File: src/rtl/gst_dmasnd_engine.sv
// DMA sound playback engine: sample FIFO fed by SLOAD_N strobes, rate-paced
// playback in 8/16-bit stereo/mono, offset-binary left/right outputs.
module gst_dmasnd_engine #(
  parameter int FIFO_ADDR_BITS = 3,
  parameter int BASE_DIV       = 640,
  parameter int REQ_MARGIN     = 2,
  parameter int OUT_W          = 8
) (
  input  logic                    clk32,
  input  logic                    resb,
  input  logic                    enable,
  input  logic [3:0]              mode,
  input  logic                    SLOAD_N,
  input  logic [15:0]             MDIN,
  output logic                    SREQ,
  output logic [FIFO_ADDR_BITS:0] level,
  output logic                    underrun,
  output logic                    overflow,
  input  logic                    clr_status,
  output logic [OUT_W-1:0]        audio_left,
  output logic [OUT_W-1:0]        audio_right
);

  localparam int AW    = FIFO_ADDR_BITS;
  localparam int LW    = FIFO_ADDR_BITS + 1;
  localparam int DEPTH = 1 << AW;
  localparam int DW    = (BASE_DIV > 1) ? $clog2(BASE_DIV) : 1;
  localparam logic [LW-1:0]    DEPTH_L  = LW'(DEPTH);
  localparam logic [LW-1:0]    MARGIN_L = LW'(REQ_MARGIN);
  localparam logic [DW-1:0]    DIV_LAST = DW'(BASE_DIV - 1);
  localparam logic [OUT_W-1:0] MID      = {1'b1, {(OUT_W-1){1'b0}}};

  logic [15:0] mem [DEPTH];

  logic [DW-1:0]    base_cnt_reg;
  logic             base_en_reg;
  logic [2:0]       aclk_cnt_reg;
  logic             strobe_reg;
  logic             sload_d_reg;
  logic [3:0]       mode_reg;
  logic             phase_reg;
  logic [AW-1:0]    wr_ptr_reg;
  logic [AW-1:0]    rd_ptr_reg;
  logic [LW-1:0]    level_reg;
  logic             underrun_reg;
  logic             overflow_reg;
  logic [OUT_W-1:0] left_reg;
  logic [OUT_W-1:0] right_reg;

  logic          full;
  logic          wr_req;
  logic          wr_ok;
  logic          ovf_set;
  logic          rate_ok;
  logic          play;
  logic          enough;
  logic          take;
  logic          udr_set;
  logic          toggle;
  logic [1:0]    pop_need;
  logic [1:0]    pop_cnt;
  logic [7:0]    mono_byte;
  logic [15:0]   word0;
  logic [15:0]   word1;
  logic [15:0]   src_l;
  logic [15:0]   src_r;
  logic [AW-1:0] rd_ptr_p1;

  // Top OUT_W bits of a signed 16-bit value, sign flipped to offset binary.
  function automatic logic [OUT_W-1:0] conv(input logic [15:0] src);
    logic [OUT_W-1:0] t;
    t = src[15 -: OUT_W];
    t[OUT_W-1] = ~t[OUT_W-1];
    return t;
  endfunction

  assign full      = (level_reg == DEPTH_L);
  assign wr_req    = sload_d_reg & ~SLOAD_N & enable;
  assign wr_ok     = wr_req & ~full;
  assign ovf_set   = wr_req & full;
  assign rd_ptr_p1 = rd_ptr_reg + AW'(1);
  assign word0     = mem[rd_ptr_reg];
  assign word1     = mem[rd_ptr_p1];

  assign SREQ        = enable & ((DEPTH_L - level_reg) > MARGIN_L);
  assign level       = level_reg;
  assign underrun    = underrun_reg;
  assign overflow    = overflow_reg;
  assign audio_left  = left_reg;
  assign audio_right = right_reg;

  always_comb begin
    rate_ok = 1'b0;
    case (mode_reg[1:0])
      2'b11:   rate_ok = 1'b1;
      2'b10:   rate_ok = ~aclk_cnt_reg[0];
      2'b01:   rate_ok = (aclk_cnt_reg[1:0] == 2'b00);
      default: rate_ok = (aclk_cnt_reg == 3'b000);
    endcase
  end

  always_comb begin
    mono_byte = phase_reg ? word0[7:0] : word0[15:8];
    src_l     = word0;
    src_r     = word0;
    pop_need  = 2'd1;
    toggle    = 1'b0;
    enough    = (level_reg != '0);
    case (mode_reg[3:2])
      2'b00: begin
        src_l = {word0[15:8], 8'h00};
        src_r = {word0[7:0], 8'h00};
      end
      2'b01: begin
        src_l    = {mono_byte, 8'h00};
        src_r    = {mono_byte, 8'h00};
        pop_need = {1'b0, phase_reg};
        toggle   = 1'b1;
      end
      2'b10: begin
        src_r    = word1;
        pop_need = 2'd2;
        enough   = (level_reg >= LW'(2));
      end
      default: ;
    endcase
    play    = strobe_reg & enable;
    take    = play & enough;
    udr_set = play & ~enough;
    pop_cnt = take ? pop_need : 2'd0;
  end

  // Sample storage has no reset so it maps onto plain RAM.
  always_ff @(posedge clk32) begin
    if (wr_ok) mem[wr_ptr_reg] <= MDIN;
  end

  always_ff @(posedge clk32 or negedge resb) begin
    if (!resb) begin
      base_cnt_reg <= '0;
      base_en_reg  <= 1'b0;
      aclk_cnt_reg <= '0;
      strobe_reg   <= 1'b0;
      sload_d_reg  <= 1'b1;
      mode_reg     <= '0;
      phase_reg    <= 1'b0;
      wr_ptr_reg   <= '0;
      rd_ptr_reg   <= '0;
      level_reg    <= '0;
      underrun_reg <= 1'b0;
      overflow_reg <= 1'b0;
      left_reg     <= MID;
      right_reg    <= MID;
    end else begin
      base_cnt_reg <= (base_cnt_reg == DIV_LAST) ? '0 : base_cnt_reg + DW'(1);
      base_en_reg  <= (base_cnt_reg == '0);
      if (base_en_reg) aclk_cnt_reg <= aclk_cnt_reg + 3'd1;
      strobe_reg   <= base_en_reg & rate_ok;
      sload_d_reg  <= SLOAD_N;
      mode_reg     <= mode;

      // A set in the same cycle as a clear must win.
      if (udr_set)         underrun_reg <= 1'b1;
      else if (clr_status) underrun_reg <= 1'b0;
      if (ovf_set)         overflow_reg <= 1'b1;
      else if (clr_status) overflow_reg <= 1'b0;

      if (!enable) begin
        wr_ptr_reg <= '0;
        rd_ptr_reg <= '0;
        level_reg  <= '0;
        phase_reg  <= 1'b0;
        left_reg   <= MID;
        right_reg  <= MID;
      end else begin
        if (wr_ok) wr_ptr_reg <= wr_ptr_reg + AW'(1);
        rd_ptr_reg <= rd_ptr_reg + AW'(pop_cnt);
        level_reg  <= level_reg + LW'(wr_ok) - LW'(pop_cnt);
        if (take) begin
          left_reg  <= conv(src_l);
          right_reg <= conv(src_r);
        end
        if (mode != mode_reg)   phase_reg <= 1'b0;
        else if (take & toggle) phase_reg <= ~phase_reg;
      end
    end
  end

endmodule

File: config.mk
export PLATFORM = sky130hd
export DESIGN_NAME = gst_dmasnd_engine
export DESIGN_NICKNAME = d
export VERILOG_FILES = /design/src/rtl/gst_dmasnd_engine.sv
export SDC_FILE = /design/constraint.sdc
export NUM_CORES = 1
export LEC_CHECK = 0
export ABC_CLOCK_PERIOD_IN_PS = 2600
export CORE_MARGIN = 3
export CORE_UTILIZATION = 40
export CTS_CLUSTER_DIAMETER = 120
export CTS_CLUSTER_SIZE = 24
export DETAILED_ROUTE_END_ITERATION = 8
export GPL_TIMING_DRIVEN = 0
export PLACE_DENSITY_LB_ADDON = 0.1
export SYNTH_ARGS = -nofsm -noshare
export SYNTH_HDL_FRONTEND = slang
export SYNTH_SLANG_ARGS = --single-unit
File: constraint.sdc
create_clock -name clk32 -period 2.6 [get_ports clk32]
set_input_delay 0.52 -clock clk32 [delete_from_list [all_inputs] [get_ports clk32]]
set_output_delay 0.52 -clock clk32 [all_outputs]
set_load 0.02 [all_outputs]
=== Yosys cells after proc, flatten, opt, wreduce, memory -nomap -nowiden ===
Memory sizes are Yosys's and may differ from the RTL's.
Index checks and enable logic that the tools add are counted.

* Memories kept: 1
* Memory bits (writable): 128
* Input port bits: 25
* Flip-flop bits (word level): 49
* Word-level logic and storage cells: 85

{| class="wikitable"
|+ Memory list
! memory !! depth !! width !! read ports !! clocked after Yosys merged registers in !! wr ports !! line !! source
|-
| mem || 8 || 16 || 2 || 0 || 1 || 33 || <nowiki>logic [15:0] mem [DEPTH];</nowiki>
|}

* Magnitude comparators: 2
* Reductions and logical operators: 7
* Add/sub/neg operators: 8
* Muxes and demuxes: 25
* Bitwise operators: 17
* Eq/ne operators: 11

{| class="wikitable"
|+ Operators with widths
! operator !! count
|-
| $pmux W16 S3 || 1
|-
| $mux W8 || 5
|-
| $pmux W16 S2 || 1
|-
| $add A10 B1 Y10 const B || 1
|-
| $and A1 B1 Y1 || 10
|-
| $eq A10 B10 Y1 const B || 1
|-
| $logic_not A10 Y1 || 1
|-
| $mux W1 || 10
|-
| $mux W10 || 1
|-
| $add A3 B1 Y3 const B || 3
|-
| $mux W3 || 3
|-
| $not A1 Y1 || 7
|-
| $eq A2 B2 Y1 const B || 3
|-
| $add A4 B1 Y4 || 1
|-
| $eq A2 B1 Y1 const B || 2
|-
| $eq A4 B4 Y1 const B || 1
|-
| $ge A4 B2 Y1 const B || 1
|-
| $gt A4 B2 Y1 const B || 1
|-
| $logic_not A2 Y1 || 2
|-
| $mux W4 || 1
|-
| $ne A2 B1 Y1 const B || 2
|-
| $ne A4 B4 Y1 || 1
|-
| $pmux W2 S2 || 1
|-
| $reduce_bool A2 Y1 || 2
|-
| 8 further kinds || 8
|}

=== Longest topological paths before layout ===
Gate-level depths: netlist (run 1).

* Word-level depth: 7
* Mapped depth: 13

=== Worst setup path before layout (run 1) ===
No wires, ideal clock.

* Path kind: register -> register
* Start point: reg level_reg[0], in the netlist level[0]
* End point: mem mem[0][0] (enable)
* Required time: 2.191 ns
* Stages on the path, launching flop included: 6
* Arrival: 2.574 ns
* Path slack: -0.384 ns
* Path through: dfrtp_1 -> inv_1 -> ha_1 -> a21oi_1 -> nand2b_1 -> nor3_1

* Cells in the longest elaborated chain, start to end: 5

{| class="wikitable"
|+ Ends and longest elaborated chain
! what !! line !! source
|-
| start: declaration || 44 || <nowiki>logic [LW-1:0] level_reg;</nowiki>
|-
| start signal: assignment || 178 || <nowiki>level_reg <= level_reg + LW'(wr_ok) - LW'(pop_cnt);</nowiki>
|-
| $eq A4 B4 Y1 || 77 || <nowiki>assign full = (level_reg == DEPTH_L);</nowiki>
|-
| $not A1 Y1 || 79 || <nowiki>assign wr_ok = wr_req & ~full;</nowiki>
|-
| $and A1 B1 Y1 || 79 ||
|-
| $mux W1 || 135 || <nowiki>if (wr_ok) mem[wr_ptr_reg] <= MDIN;</nowiki>
|-
| $mux W1 (implied by the code) || 135 ||
|-
| end: declaration || 33 ||
|}

No other way between the ends.

=== Worst setup path after layout (run 1) ===
* Start point: reg level_reg[1], in the netlist level[1]
* End point: reg level_reg[3], in the netlist level[3]

* Cells in the longest elaborated chain, start to end: 6

{| class="wikitable"
|+ Ends and longest elaborated chain
! what !! line !! source
|-
| $eq A4 B4 Y1 (tied with other cells) || 77 ||
|-
| $not A1 Y1 or $mux W1 (tied branches) || 79, 109 ||
|-
| $and A1 B1 Y1, on equally long branches || 79, 128 ||
|-
| $add A4 B1 Y4 or $mux W2 (tied branches) || 178, 130 ||
|-
| $sub A4 B2 Y4 (*) || 178 ||
|-
| $mux W4 (*) || 168 || <nowiki>if (!enable) begin</nowiki>
|}

Every way passes the cells marked *; elsewhere a longest branch is shown, timed or not.
A chain may end at the register's enable or synchronous reset.

==> impl_metrics.py, run 1 <==
metrics = {
    "sta": {
        "setup_violations": 0,
        "finClkSkew_ps": 12.15,
        "hold_slack_ps": 484.6,
        "drv_slew": 0,
        "tightest_slew_ps": 876.0,
        "layout_min_cycle_time_ps": 2560,
        "rsz0062_at_grt": "yes",
        "finalHoldViolCount": 0,
        "fmaxAchievable_mhz": 390.6,
        "max_slew_margin_pct": 41.21,
        "final.period_utilization_pct": 98.48,
        "layout_setup_ws_ps": 39.60,
    },
    "worst_hold_path": {
        "worstHoldEndpoint": "aclk_cnt_reg[2]",
        "min_path_cells": 1,
        "worstHoldPathType": "reg -> reg",
        "min_from": "aclk_cnt_reg[2]",
    },
    "final_layout": {
        "diodes": 0,
        "layout-drive-gt1-share_pct": 18.63,
        "nets": 672,
        "largest_reg_flops": 128,
        "syn_to_final_growth_pct": 21.77,
    },
    "worst_setup_path": {
        "r2r_start": "level[1]",
        "ff2ff_setup_slack_ps": 40,
        "cpLargestDelayFamily": "adder cells",
        "critical-path-max-stage-delay_ps": 420,
        "crit_slowest_cell": "dfrtp_2",
        "start_kind": "flip-flop",
        "r2r-end": "level[3]",
        "path_cells": "inv_1 > ha_4 > mux2i_4 > o21bai_4 > buf_12 > or2_4 > ha_4 > ha_1 > a21o_1 > a21oi_2 > xor2_1 > and2_1",
        "path_buf_inv": 2,
        "cp_max_fo": 9,
        "crit_top_cell": "ha_4",
        "crit_arrival_ps": 2930,
        "crit_type": "reg -> reg",
        "critical_path_required_ps": 2970,
        "end_kind": "flip-flop",
        "r2r_cells": 12,
    },
    "floorplan": {
        "die_y_microns": 148.1,
        "initial_utilization_pct": 41.11,
        "coreArea_sq_mm": 0.01965,
        "rows": 51,
        "die_w_microns": 148.1,
        "die_area_sq_mm": 0.02194,
        "io_pins": 48,
    },
    "power_and_ir_drop": {
        "p_seq_share_pct": 53.6,
        "swShare_pct": 22.04,
        "leakage_uw": 0.003383,
        "power_density_mw_per_mm2": 583.5,
        "peakVddDrop_mv": 0.4130,
        "combPwrFrac_pct": 4.9,
        "p_clk_share_pct": 41.4,
        "switchingPower_uw": 1265,
        "p_int_uw": 4476,
    },
    "run": {
        "drv_cap": 0,
    },
    "place": {
        "io_buffers": 47,
        "dp_slack_ps": -638.1,
        "gp_congestion": 0.7791,
        "detailed_place_hpwl_mm": 14.02,
    },
    "yosys": {
        "synth_common_cells": "128 x edfxtp_1, 67 x mux2i_1, 46 x dfrtp_1",
        "synth.top_cell.area_share_pct": 47.58,
        "synth_top_cells_by_area": "edfxtp_1 48%, dfrtp_1 14%, mux2i_1 8.3%",
        "synth_edf_count": 128,
        "syn_inst": 541,
        "synth-seq-cells": 177,
        "synth_ff_type": "edfxtp_1",
        "netlist_area_sq_mm": 0.008079,
        "synth_fp_nets": 582,
        "ys_seq_area_share_pct": 62.80,
        "synth_area_leader_cell": "edfxtp_1",
        "synth.most_common_cell": "edfxtp_1",
        "syn_avg_cell_area_sq_um": 14.93,
        "async_reset_ff_share_pct": 27.68,
        "yosys_warnings": 0,
        "yosysUniqueCellTypes": 56,
    },
    "detailed_routing": {
        "num_vias": 4956,
        "wl_mm": 21.01,
        "firstDrtPassIters": 5,
        "ant_nets": 0,
        "drt-initial-drc-count": 408,
        "wl_per_cell_microns": 23.11,
        "route.detailed.drc": 0,
        "viasPerCell": 5.452,
    },
    "clock_tree": {
        "cts-buffers-inserted": 17,
        "cts.sinks": 177,
        "cts_tree": "done",
        "htreeDepth": 4,
        "clockBufferDepth": 2,
        "clock-root-buffer": "clkbuf_16",
        "clk_pin_slew_ps": 70,
        "clk-insertion-delay-late_ps": 430,
    },
    "global_routing": {
        "grt_pass1_vias": 5131,
        "grt-ovfl-total": 0,
        "grt_pass1_wl_mm": 31.80,
        "grt_start_max_net_pins": 36,
        "antenna_found_initial": 0,
        "grt_use_total_pct": 19.77,
    },
    "run_status": {
        "status": "completed",
    },
}
-- power groups by stage --
| stage | clock [uW] | sequential (uW) | combinational (uW) |
|---|---|---|---|
| after detailed placement | 0 | 3140 | 264 |
| after floorplan | 0 | 3140 | 113 |
| after global placement | 0 | 3140 | 245 |
| final | 2380 | 3080 | 283 |
| after global routing | 2550 | 3080 | 307 |
| after CTS | 2420 | 3080 | 274 |
-- metal layers --
layer	wire length, microns	vias to the layer above	global-route usage (%)
li1	-	2267	-
met5	0	-	0
met2	10090	124	31.81
met3	874	19	3.138
met4	323	0	5.958
met1	9721	2546	27.99
-- cell type report --
| cell class | instances | area, sq um |
|---|---|---|
| multi-input combinational | 325 | 2880 |
| fill | 1714 | 9816 |
| inverter | 13 | 51.30 |
| clock buffer | 22 | 467.9 |
| buffer | 25 | 181.4 |
| tap | 265 | 331.6 |
| timing repair buffer | 72 | 773.2 |
| clock inverter | 10 | 72.57 |
| sequential | 177 | 5080 |
-- stage by stage --
step                cells  total power [uW]  instance area (sq um)  setup TNS [ps]  util [%]
detailed placement    862              3404                   9119          -65110     46.40
global route          909              5936                   9838          -47.39     50.06
floorplan             541              3254                   8129               0         -
CTS                   900              5771                   9744          -67.61     49.58
finish                909              5741                   9838               0     50.06
global placement      853              3383                   8931         -198190     45.44
-- timing repair --
item,4_1_cts,5_1_grt
hold buffers,1,0
resized for setup,8,9
hold endpoints to repair,1,0
setup buffers,5,10
pin swaps,1,2
setup endpoints to repair,86,23
-- cells by family after synthesis --
logic type	synth area share (%)
AOI/OAI and AO/OA	8.394
adders and majority gates	2.664
muxes	14.42
DFF	62.80
buffers and inverters	2.989
xor gates and xnor gates	2.168
and+or+nand+nor	6.567
-- layout by cell type (no fill, tap or decap), types with 7 or more instances in the layout --
| master | instances |
|---|---|
| ha_1 | 11 |
| mux4_1 | 11 |
| dfrtp_1 | 41 |
| mux2_2 | 7 |
| nand3_1 | 14 |
| clkbuf_16 | 17 |
| o221ai_1 | 7 |
| clkdlybuf4s50_1 | 45 |
| a21oi_1 | 11 |
| mux2i_1 | 67 |
| a22oi_1 | 37 |
| edfxtp_1 | 128 |
| and2_1 | 10 |
| o21ai_0 | 7 |
| inv_1 | 12 |
| buf_2 | 8 |
| nand2_1 | 36 |
| nand2b_1 | 7 |
| buf_4 | 19 |
| xor2_1 | 13 |
| nor2_1 | 9 |
| xnor2_1 | 7 |
| o21ai_1 | 9 |
-- worst max-delay path by stage --
stage,from,slack [ps],endpoint,depth (start not counted)
5_1_grt,level[0],-50,level[3],13
6_report,level[1],40,level[3],12
4_1_cts,level[1],-70,level[3],12
3_3_place_gp,enable,-1510,mem[3][1],5
2_1_floorplan,level[0],20,level[3],13
3_5_place_dp,enable,-640,mem[7][4],6
Note: power is estimated with default switching activity, not from simulation.
==> inputs of run 2 (changes only) <==
--- a/config.mk
+++ b/config.mk
@@ -6,8 +6,10 @@
 export NUM_CORES = 1
 export LEC_CHECK = 0
 export ABC_CLOCK_PERIOD_IN_PS = 2600
+export CELL_PAD_IN_SITES_DETAIL_PLACEMENT = 1
+export CELL_PAD_IN_SITES_GLOBAL_PLACEMENT = 1
 export CORE_MARGIN = 3
-export CORE_UTILIZATION = 40
+export CORE_UTILIZATION = 45
 export CTS_CLUSTER_DIAMETER = 120
 export CTS_CLUSTER_SIZE = 24
 export DETAILED_ROUTE_END_ITERATION = 8
==> run 2 against run 1 <==
  * Hold slack lost 460 ps
  * Fmax grew 1.4%
  * Sequential share of layout area grew 0.32 points
  * Largest power group unchanged
==> impl_metrics.py, run 2 (same netlist as run 1, synthesis figures left out) <==
metrics = {
    "run_status": {
        "status": "completed",
    },
    "clock_tree": {
        "cts_tree": "done",
        "cts-buffers-inserted": 17,
        "clockBufferDepth": 2,
        "cts.sinks": 177,
        "htreeDepth": 4,
        "clk_pin_slew_ps": 70,
        "clk-insertion-delay-late_ps": 430,
        "clock-root-buffer": "clkbuf_16",
    },
    "place": {
        "detailed_place_hpwl_mm": 14.39,
        "placed_cell_area_sq_mm": 0.009056,
        "io_buffers": 47,
        "dp.cells": 822,
        "gp_congestion": 0.7787,
    },
    "worst_setup_path": {
        "crit_type": "reg -> out",
        "r2r_cells": 12,
        "ff2ff_setup_slack_ps": 140,
        "start_kind": "flip-flop",
        "crit_arrival_ps": 2010,
        "r2r_start": "level[0]",
        "end_kind": "primary output",
        "critical_path_required_ps": 2080,
        "r2r-end": "level[3]",
        "cp_max_fo": 6,
        "crit_start": "level[1]",
    },
    "global_routing": {
        "grtUsageMet1_pct": 30.18,
        "grt_busiest_layer": "met2",
        "grt_pass1_wl_mm": 32.26,
        "grt_start_max_net_pins": 33,
        "grt_use_total_pct": 21.92,
        "grt_use_met2_pct": 36.06,
        "antenna_found_initial": 0,
        "grt-ovfl-total": 0,
        "grt_pass1_vias": 5429,
        "use_met3_pct": 3.960,
    },
    "final_layout": {
        "nets": 670,
        "design_area_sq_mm": 0.009777,
        "final_common_cell": "edfxtp_1",
        "diodes": 0,
        "layout-drive-gt1-share_pct": 18.38,
        "syn_to_final_growth_pct": 21.02,
        "stdcell_count": 867,
        "largest_reg_flops": 128,
        "final_cell_mix": "128 x edfxtp_1, 67 x mux2i_1, 45 x clkdlybuf4s50_1, 41 x dfrtp_1, 37 x a22oi_1",
        "fillerInstances": 1663,
        "final_util_pct": 56.14,
    },
    "power_and_ir_drop": {
        "p_total_uw": 5777,
        "leakage_uw": 0.003366,
        "power_density_mw_per_mm2": 590.9,
        "peakVddDrop_mv": 0.4539,
    },
    "detailed_routing": {
        "viasPerCell": 5.872,
        "wl_mm": 21.08,
        "firstDrtPassIters": 5,
        "drt-initial-drc-count": 376,
        "route.detailed.drc": 0,
        "ant_nets": 0,
        "num_vias": 5091,
        "wl_per_cell_microns": 24.31,
    },
    "floorplan": {
        "io_pins": 48,
        "rows": 48,
        "coreArea_sq_mm": 0.01742,
        "die_w_microns": 140.0,
        "die_area_sq_mm": 0.01960,
        "die_y_microns": 140.0,
        "initial_utilization_pct": 46.39,
    },
    "sta": {
        "fmaxAchievable_mhz": 396.0,
        "finalHoldViolCount": 0,
        "max_slew_margin_pct": 52.31,
        "finClkSkew_ps": 12.14,
        "drv_slew": 0,
        "tightest_slew_ps": 712.7,
        "final.period_utilization_pct": 97.13,
        "layout_min_cycle_time_ps": 2526,
        "setup_violations": 0,
    },
    "run": {
        "drv_cap": 0,
    },
    "worst_hold_path": {
        "worstHoldPathType": "in -> async",
    },
}
-- run 2: worst max-delay path, cell delays in order, from the launching register on --
cell and delay, ps:
dfrtp_2 420, inv_1 90, ha_4 200, or3_1 300, o21ai_0 100, a21boi_0 130, dlygate4sd1_1 320
-- run 2: worst max path at each step --
| stage | end | slack, ps | cells past startpoint |
|---|---|---|---|
| floorplan | level[3] | 20 | 13 |
| global placement | mem[5][12] | -1370 | 5 |
| detailed placement | mem[3][11] | -580 | 6 |
| CTS | mem[2][11] | -180 | 6 |
| global route | level[3] | -30 | 12 |
| finish | SREQ | 70 | 6 |
-- run 2: cell type report --
class                           count  area, sq um  area share, %
Sequential cell                   177         5080          51.96
Multi-Input combinational cell    325         2883          29.49
Timing Repair Buffer               70        747.0          7.640
Clock buffer                       17        425.4          4.351
Tap cell                          225        281.5          2.879
Buffer                             25        181.4          1.856
Clock inverter                     15        127.6          1.305
Inverter                           13        51.30         0.5247
-- run 2: metal layers --
| metal | vias up | part of all wire, % |
|---|---|---|
| li1 | 2267 | - |
| met1 | 2642 | 44 |
| met2 | 156 | 50 |
| met3 | 26 | 5.3 |
| met4 | 0 | 1.5 |
| met5 | - | 0 |
-- run 2: what timing repair did --
action,in CTS,in global routing
gates resized for setup,1,16
pin swaps,1,3
buffers inserted,4,10
hold buffers,0,0
endpoints found under the setup margin,94,100
-- run 2: through the flow --
stage	setup slack (ps)	setup TNS (ps)	hold slack, ps
global placement	-1372	-187330	464.3
global route	-26.71	-49.57	36.47
detailed placement	-576.3	-62010	474.3
CTS	-175.9	-8691	15.54
finish	74.49	0	22.48
floorplan	22.70	0	224.4
-- run 2: where the power goes --
group	internal (uW)	switching (uW)	leakage (uW)	total [uW]
clock network	1250	1170	0.000272	2420
logic	115	158	0.00130	274
registers	3060	20.8	0.00179	3080
total	4430	1350	0.00337	5780
==> inputs of run 3 (changes only) <==
--- a/config.mk
+++ b/config.mk
@@ -6,6 +6,7 @@
 export NUM_CORES = 1
 export LEC_CHECK = 0
 export ABC_CLOCK_PERIOD_IN_PS = 2600
+export CAP_MARGIN = 10
 export CELL_PAD_IN_SITES_DETAIL_PLACEMENT = 1
 export CELL_PAD_IN_SITES_GLOBAL_PLACEMENT = 1
 export CORE_MARGIN = 3
==> results of run 3 <==
Same layout as run 2: the final DEF is identical, and so are final timing and power.
